===== src/rtl/dmem_bus_pkg.sv =====
// ============================================================================
// Module      : dmem_bus_pkg
// Description : Shared types and constants for the data-memory bridge.
// Revision    : 1.0 - initial release
// ============================================================================
`timescale 1ns/1ps
`default_nettype none

package dmem_bus_pkg;

    localparam int unsigned ADDR_W          = 32;
    localparam int unsigned DATA_W          = 32;
    localparam int unsigned TIMEOUT_CYC_DEF = 16;

    typedef enum logic [1:0] {
        ST_IDLE = 2'd0,
        ST_REQ  = 2'd1,
        ST_DONE = 2'd2
    } state_e;

    function automatic logic word_aligned(input logic [1:0] addr_lsb);
        return (addr_lsb == 2'b00);
    endfunction

endpackage

`default_nettype wire


===== src/rtl/dmem_bus_if.sv =====
// ============================================================================
// Module      : dmem_bus_if
// Description : Word-wide request/acknowledge bus between bridge and memory.
// Revision    : 1.0 - initial release
// ============================================================================
`timescale 1ns/1ps
`default_nettype none

interface dmem_bus_if;
    import dmem_bus_pkg::*;

    logic              bus_req_o;
    logic              bus_we_o;
    logic [ADDR_W-1:0] bus_addr_o;
    logic [DATA_W-1:0] bus_wdata_o;
    logic              bus_ack_i;
    logic              bus_err_i;
    logic [DATA_W-1:0] bus_rdata_i;

    modport master (
        output bus_req_o,
        output bus_we_o,
        output bus_addr_o,
        output bus_wdata_o,
        input  bus_ack_i,
        input  bus_err_i,
        input  bus_rdata_i
    );

    modport slave (
        input  bus_req_o,
        input  bus_we_o,
        input  bus_addr_o,
        input  bus_wdata_o,
        output bus_ack_i,
        output bus_err_i,
        output bus_rdata_i
    );

endinterface

`default_nettype wire


===== src/rtl/dmem_timeout.sv =====
// ============================================================================
// Module      : dmem_timeout
// Description : Counts unacknowledged request cycles and flags expiry.
// Revision    : 1.0 - initial release
// ============================================================================
`timescale 1ns/1ps
`default_nettype none

module dmem_timeout #(
    parameter int unsigned TIMEOUT_CYC = 16
) (
    input  wire  clk,
    input  wire  rst,
    input  wire  in_req_i,
    input  wire  ack_i,
    output logic expired_o
);

    localparam int unsigned CNT_W = $clog2(TIMEOUT_CYC + 1);
    localparam logic [CNT_W-1:0] LAST_CNT = CNT_W'(TIMEOUT_CYC - 1);

    logic [CNT_W-1:0] cnt_q;
    logic [CNT_W-1:0] cnt_d;

    // Expiry is raised during the last permitted request cycle; an ack in that
    // same cycle takes priority.
    assign expired_o = in_req_i && !ack_i && (cnt_q == LAST_CNT);

    always_comb begin
        cnt_d = cnt_q;
        if (!in_req_i) begin
            cnt_d = '0;
        end else if (!ack_i && !expired_o) begin
            cnt_d = cnt_q + CNT_W'(1);
        end
    end

    always_ff @(posedge clk) begin
        if (rst) begin
            cnt_q <= '0;
        end else begin
            cnt_q <= cnt_d;
        end
    end

endmodule

`default_nettype wire


===== src/rtl/dmem_bridge.sv =====
// ============================================================================
// Module      : dmem_bridge
// Description : Core data port to single-outstanding request/ack bus bridge.
//               Optional request timeout enabled by macro DMEM_TIMEOUT_EN.
// Revision    : 1.0 - initial release
// ============================================================================
`timescale 1ns/1ps
`default_nettype none

module dmem_bridge
    import dmem_bus_pkg::*;
#(
    parameter int unsigned TIMEOUT_CYC = TIMEOUT_CYC_DEF
) (
    input  wire               clk,
    input  wire               rst,
    input  wire               core_ce_i,
    input  wire               core_we_i,
    input  wire  [ADDR_W-1:0] core_addr_i,
    input  wire  [DATA_W-1:0] core_wdata_i,
    output logic [DATA_W-1:0] core_rdata_o,
    output logic              stall_o,
    output logic              err_o,
    dmem_bus_if.master        bus
);

    if (TIMEOUT_CYC == 0) begin : g_bad_timeout
        $error("dmem_bridge: TIMEOUT_CYC must be at least 1");
    end

    state_e            state_q,  state_d;
    logic              we_q,     we_d;
    logic [ADDR_W-1:0] addr_q,   addr_d;
    logic [DATA_W-1:0] wdata_q,  wdata_d;
    logic [DATA_W-1:0] rdata_q,  rdata_d;
    logic              err_q,    err_d;
    logic              timeout_w;

`ifdef DMEM_TIMEOUT_EN
    dmem_timeout #(
        .TIMEOUT_CYC (TIMEOUT_CYC)
    ) u_timeout (
        .clk       (clk),
        .rst       (rst),
        .in_req_i  (state_q == ST_REQ),
        .ack_i     (bus.bus_ack_i),
        .expired_o (timeout_w)
    );
`else
    assign timeout_w = 1'b0;
`endif

    always_comb begin
        state_d = state_q;
        we_d    = we_q;
        addr_d  = addr_q;
        wdata_d = wdata_q;
        rdata_d = rdata_q;
        err_d   = 1'b0;

        unique case (state_q)
            ST_IDLE: begin
                if (core_ce_i) begin
                    if (word_aligned(core_addr_i[1:0])) begin
                        we_d    = core_we_i;
                        addr_d  = {core_addr_i[ADDR_W-1:2], 2'b00};
                        wdata_d = core_wdata_i;
                        state_d = ST_REQ;
                    end else begin
                        err_d   = 1'b1;
                        state_d = ST_DONE;
                    end
                end
            end
            ST_REQ: begin
                if (bus.bus_ack_i) begin
                    state_d = ST_DONE;
                    if (bus.bus_err_i) begin
                        err_d   = 1'b1;
                        rdata_d = '0;
                    end else if (!we_q) begin
                        rdata_d = bus.bus_rdata_i;
                    end
                end else if (timeout_w) begin
                    // Abandoned access: read data keeps its previous value.
                    err_d   = 1'b1;
                    state_d = ST_DONE;
                end
            end
            ST_DONE: begin
                state_d = ST_IDLE;
            end
            default: begin
                state_d = ST_IDLE;
            end
        endcase
    end

    always_ff @(posedge clk) begin
        if (rst) begin
            state_q <= ST_IDLE;
            we_q    <= 1'b0;
            addr_q  <= '0;
            wdata_q <= '0;
            rdata_q <= '0;
            err_q   <= 1'b0;
        end else begin
            state_q <= state_d;
            we_q    <= we_d;
            addr_q  <= addr_d;
            wdata_q <= wdata_d;
            rdata_q <= rdata_d;
            err_q   <= err_d;
        end
    end

    // err_q is only ever set on entry to DONE, which lasts exactly one cycle.
    assign err_o            = err_q;
    assign core_rdata_o     = rdata_q;
    assign stall_o          = ((state_q == ST_IDLE) && core_ce_i) || (state_q == ST_REQ);
    assign bus.bus_req_o    = (state_q == ST_REQ);
    assign bus.bus_we_o     = we_q;
    assign bus.bus_addr_o   = addr_q;
    assign bus.bus_wdata_o  = wdata_q;

endmodule

`default_nettype wire


===== src/flat_wrapper.sv =====
// flat-port wrapper written by rule: the top's interface ports become plain ports
module dmem_bridge_flat import dmem_bus_pkg::*;
#(
    parameter int unsigned TIMEOUT_CYC = TIMEOUT_CYC_DEF
)
  (clk, rst, core_ce_i, core_we_i, core_addr_i, core_wdata_i, core_rdata_o, stall_o, err_o, bus_bus_req_o, bus_bus_we_o, bus_bus_addr_o, bus_bus_wdata_o, bus_bus_ack_i, bus_bus_err_i, bus_bus_rdata_i);
  dmem_bus_if bus_i ();
  input  wire clk;
  input  wire rst;
  input  wire core_ce_i;
  input  wire core_we_i;
  input  wire  [ADDR_W-1:0] core_addr_i;
  input  wire  [DATA_W-1:0] core_wdata_i;
  output logic [DATA_W-1:0] core_rdata_o;
  output logic stall_o;
  output logic err_o;
  output wire logic [$bits(bus_i.bus_req_o)-1:0] bus_bus_req_o;
  output wire logic [$bits(bus_i.bus_we_o)-1:0] bus_bus_we_o;
  output wire logic [$bits(bus_i.bus_addr_o)-1:0] bus_bus_addr_o;
  output wire logic [$bits(bus_i.bus_wdata_o)-1:0] bus_bus_wdata_o;
  input wire logic [$bits(bus_i.bus_ack_i)-1:0] bus_bus_ack_i;
  input wire logic [$bits(bus_i.bus_err_i)-1:0] bus_bus_err_i;
  input wire logic [$bits(bus_i.bus_rdata_i)-1:0] bus_bus_rdata_i;
  assign bus_bus_req_o = bus_i.bus_req_o;
  assign bus_bus_we_o = bus_i.bus_we_o;
  assign bus_bus_addr_o = bus_i.bus_addr_o;
  assign bus_bus_wdata_o = bus_i.bus_wdata_o;
  assign bus_i.bus_ack_i = bus_bus_ack_i;
  assign bus_i.bus_err_i = bus_bus_err_i;
  assign bus_i.bus_rdata_i = bus_bus_rdata_i;
  dmem_bridge #(.TIMEOUT_CYC(TIMEOUT_CYC)) u_core (.clk(clk), .rst(rst), .core_ce_i(core_ce_i), .core_we_i(core_we_i), .core_addr_i(core_addr_i), .core_wdata_i(core_wdata_i), .core_rdata_o(core_rdata_o), .stall_o(stall_o), .err_o(err_o), .bus(bus_i));
endmodule

===== config.mk =====
export PLATFORM = sky130hd
export DESIGN_NAME = dmem_bridge_flat
export DESIGN_NICKNAME = d
export VERILOG_FILES = /design/src/rtl/dmem_bus_pkg.sv /design/src/rtl/dmem_bus_if.sv /design/src/rtl/dmem_timeout.sv /design/src/rtl/dmem_bridge.sv /design/src/flat_wrapper.sv
export SDC_FILE = /design/constraint.sdc
export NUM_CORES = 1
export LEC_CHECK = 0
export ABC_AREA = 1
export CAP_MARGIN = 40
export CORE_MARGIN = 2
export CORE_UTILIZATION = 38
export CTS_BUF_LIST = sky130_fd_sc_hd__clkbuf_8 sky130_fd_sc_hd__clkbuf_16
export CTS_CLUSTER_SIZE = 16
export DETAILED_ROUTE_END_ITERATION = 10
export PLACE_DENSITY = 0.74
export SETUP_SLACK_MARGIN = 0.5
export SLEW_MARGIN = 5
export SYNTH_ARGS = -nofsm -noshare
export SYNTH_HDL_FRONTEND = slang
export SYNTH_SLANG_ARGS = --single-unit

===== constraint.sdc =====
create_clock -name clk -period 1.5 [get_ports clk]
set_clock_uncertainty 0.1 [all_clocks]
set_input_delay 0.225 -clock clk [delete_from_list [all_inputs] [get_ports clk]]
set_output_delay 0.225 -clock clk [all_outputs]
set_load 0.05 [all_outputs]

==> metrics.log <==
INFO  metric multiInputGateArea = 1810 µm²
INFO  metric max-cap-violations = 0
INFO  metric clock_pin_transition_on_the_worst_setup_and_hold_timing_paths = 0.07 ns
INFO  metric setup_viol_count_final = 1
INFO  metric worst-r2r-cell-count = 8
INFO  metric cts.sinks = 98
INFO  metric fin_nets = 1008
INFO  metric timing.fmax = 650 MHz
INFO  metric num-fill-cells = 771
INFO  metric root_buffer = sky130_fd_sc_hd__clkbuf_16
INFO  metric io_buffers = 199
INFO  metric worstSetupEndpointType = register
INFO  metric crit_type = reg -> reg
INFO  metric drc_errors = 0
INFO  metric critPathLaunch = u_core.state_q[1]$_SDFFE_PP0P_
INFO  metric die_h = 110 µm
INFO  metric synth_instances = 692
INFO  metric antenna_violating_nets_post_route = 0
INFO  metric first_global_vias = 3930
INFO  metric slew_violations = 0
INFO  metric final-seq-area = 2090 µm²
INFO  metric tritoncts = yes
INFO  metric final_layout_size_suffix_gt1_frac = 0.312
INFO  metric hpwlAfterDp = 8800 µm
INFO  metric failed_checks = negative setup slack
INFO  metric hold_violations = 0
INFO  metric grt_first_pass_wirelength = 18500 µm
INFO  metric max-clock-path-buffers = 2
INFO  metric min_to = u_core.bus.bus_addr_o[5]$_SDFFE_PP0P_
INFO  metric totalPowerFinal = 6.84 mW
INFO  metric timing.reg2reg.setup_slack = -0.04 ns
INFO  metric worst_ep_arrival_time = 1.69 ns
INFO  metric yosys_warn_count = 0
INFO  metric area_growth = 93.8%
INFO  metric groute.usage.overall = 0.193
INFO  metric synth_seq_cells = 98
INFO  metric synth.lib_cells_used.distinct = 15
INFO  metric synth-seq-area-share = 0.458
INFO  metric startpoint_of_the_tightest_hold_check_path = core_addr_i[5]
INFO  metric final_period_minus_worst_setup_slack = 1.54 ns
INFO  metric min_path_cells = 3
INFO  metric starting_density = 0.392
INFO  metric htree_num_levels = 3
INFO  metric crit-reg2reg-launch = u_core.state_q[1]$_SDFFE_PP0P_
INFO  metric globalplace.congestion = 0.753
INFO  metric total_leakage_power = 4.12 nW
INFO  metric min_path_type = in -> reg
INFO  metric num_rows = 38
INFO  metric final_core_util = 0.760
INFO  metric setup_tns = -0.0391 ns
INFO  metric dpl.cell_count = 1014
INFO  metric grt_start_max_net_pins = 63
INFO  metric ctsHoldBuffers = 0
INFO  metric routed_wirelength = 13600 µm
INFO  metric cellPowerDensity = 823 nW/µm²
INFO  metric synth.avg_cell_area = 6.19 µm²
INFO  metric fp.coreArea = 10900 µm²
INFO  metric per_cell_via_count_in_the_routed_design = 4.30
INFO  metric min_period_over_period = 1.03
INFO  metric crit_fanout = 7
INFO  metric die_x = 110 µm
INFO  metric antenna_violations_before_repair = 0
INFO  metric worst_ir_drop_vdd = 686 µV
INFO  metric regToRegEndpoint = u_core.core_rdata_o[17]$_SDFFE_PP0P_
INFO  metric total_clock_buffers_created_by_cts = 9
INFO  metric die-area = 12100 µm²
INFO  metric drt-pass1-iter-count = 6
INFO  metric clk-insertion-delay-late = 0.33 ns
INFO  metric rsz0062_at_grt = true
INFO  metric route.detailed.wl_per_inst = 12.9 µm
INFO  metric crit_required = 1.65 ns
INFO  metric via_count = 4519
INFO  metric start_kind = register
INFO  metric netlist_area = 4290 µm²
INFO  metric insertedDiodeCount = 0
INFO  metric drt-initial-drc-count = 224
INFO  metric globalRoute.totalOverflow = 0
INFO  metric boundary_pin_count = 202
INFO  metric setup_ws = -0.0391 ns
INFO  metric stdcell_count = 1051
INFO  metric run_status = finished with violations
## cell families after synthesis
logic type,share of synthesized area
compound gates,0.00613
buf+inv,0.159
other cells,0.000875
simple gates,0.376
flops,0.458
## critical path: stages (launching register included)
cell and delay (ns):
sky130_fd_sc_hd__dfxtp_2 0.33, sky130_fd_sc_hd__buf_6 0.12, sky130_fd_sc_hd__nor2_4 0.10, sky130_fd_sc_hd__buf_6 0.11, sky130_fd_sc_hd__nand3_4 0.16, sky130_fd_sc_hd__clkbuf_16 0.23
sky130_fd_sc_hd__nand2_1 0.08, sky130_fd_sc_hd__nand2_1 0.07, sky130_fd_sc_hd__nor2_1 0.15
## how the worst max path moves through the flow
stage,endpoint,cells past startpoint
finish,u_core.core_rdata_o[17]$_SDFFE_PP0P_,8
CTS,stall_o,3
global route,u_core.core_rdata_o[17]$_SDFFE_PP0P_,8
detailed placement,u_core.bus.bus_addr_o[11]$_SDFFE_PP0P_,7
floorplan,u_core.core_rdata_o[21]$_SDFFE_PP0P_,7
global placement,u_core.bus.bus_addr_o[14]$_SDFFE_PP0P_,6
## layer usage
layer	wire length (µm)	up-vias	global-route usage	part of all wire
met3	1120	14	0.0735	0.083
met1	5320	1991	0.217	0.39
li1	-	2367	-	-
met5	0	-	0	0
met2	6960	147	0.342	0.51
met4	144	0	0.0518	0.011
## registers in the layout, summed over array words and instances, names as in the netlist
register,flops
u_core.bus.bus_addr_o,30
u_core.bus.bus_wdata_o,32
u_core.bus.bus_we_o,1
u_core.core_rdata_o,32
u_core.err_o,1
u_core.state_q,2
## synth_stat cells (all sizes together)
cell / instances / area share
nor2: 225 / 0.20
a21oi: 4 / 0.0047
nand3: 5 / 0.0058
o22ai: 1 / 0.0015
dfxtp: 98 / 0.46
buf: 26 / 0.040
nand2: 196 / 0.17
clkbuf: 9 / 0.0079
inv: 126 / 0.11
clkinv: 1 / 0.00088
conb: 1 / 0.00088
## per-stage QoR
step / worst slack, ns / hold slack (ns) / instance area [µm²]
after floorplan: 0.0517 / 0.187 / 4320
after global placement: -0.190 / 0.411 / 7490
after detailed placement: -0.247 / 0.415 / 7490
after CTS: 0.0855 / 0.360 / 7840
after global routing: -0.133 / 0.367 / 8310
final: -0.0391 / 0.359 / 8310
## what timing repair did
item | 4_1_cts | 5_1_grt
pin swaps | 2 | 10
setup buffers | 3 | 11
gates resized for setup | 9 | 138
gates cloned | 1 | 6
endpoints found under the setup margin | 196 | 196
## placed cells by master, fill, tap and decap left out
cell type / instances
sky130_fd_sc_hd__a21oi_2: 1
sky130_fd_sc_hd__nand2_2: 12
sky130_fd_sc_hd__buf_16: 1
sky130_fd_sc_hd__buf_6: 8
sky130_fd_sc_hd__a21oi_1: 3
sky130_fd_sc_hd__nor2_1: 208
sky130_fd_sc_hd__inv_1: 125
sky130_fd_sc_hd__clkdlybuf4s50_1: 100
sky130_fd_sc_hd__buf_4: 17
sky130_fd_sc_hd__clkbuf_8: 2
sky130_fd_sc_hd__conb_1: 2
sky130_fd_sc_hd__nand2_4: 5
sky130_fd_sc_hd__clkinv_4: 3
sky130_fd_sc_hd__dlygate4sd2_1: 1
sky130_fd_sc_hd__o22ai_1: 1
sky130_fd_sc_hd__clkinvlp_4: 1
sky130_fd_sc_hd__clkbuf_16: 13
sky130_fd_sc_hd__nor2_4: 6
sky130_fd_sc_hd__inv_4: 1
sky130_fd_sc_hd__dfxtp_2: 88
sky130_fd_sc_hd__nand3_4: 2
sky130_fd_sc_hd__nand2_1: 179
sky130_fd_sc_hd__dfxtp_4: 5
sky130_fd_sc_hd__buf_2: 1
sky130_fd_sc_hd__dfxtp_1: 5
sky130_fd_sc_hd__nand3_1: 3
sky130_fd_sc_hd__inv_2: 1
sky130_fd_sc_hd__clkinv_2: 1
sky130_fd_sc_hd__buf_12: 105
sky130_fd_sc_hd__nor2_2: 11
## area by class of cell
type	count	area share
Timing Repair Buffer	237	0.417
Sequential cell	98	0.252
Multi-Input combinational cell	433	0.218
Inverter	127	0.0577
Clock buffer	11	0.0304
Tap cell	140	0.0211
Clock inverter	5	0.00467
## power breakdown
group	leakage [nW]	switching (mW)	total, mW	internal, mW
sequential	0.841	0.122	2.86	2.74
clock	0.142	1.02	2.24	1.22
combinational	3.14	0.852	1.73	0.880
Note: power is estimated with default switching activity, not from simulation.
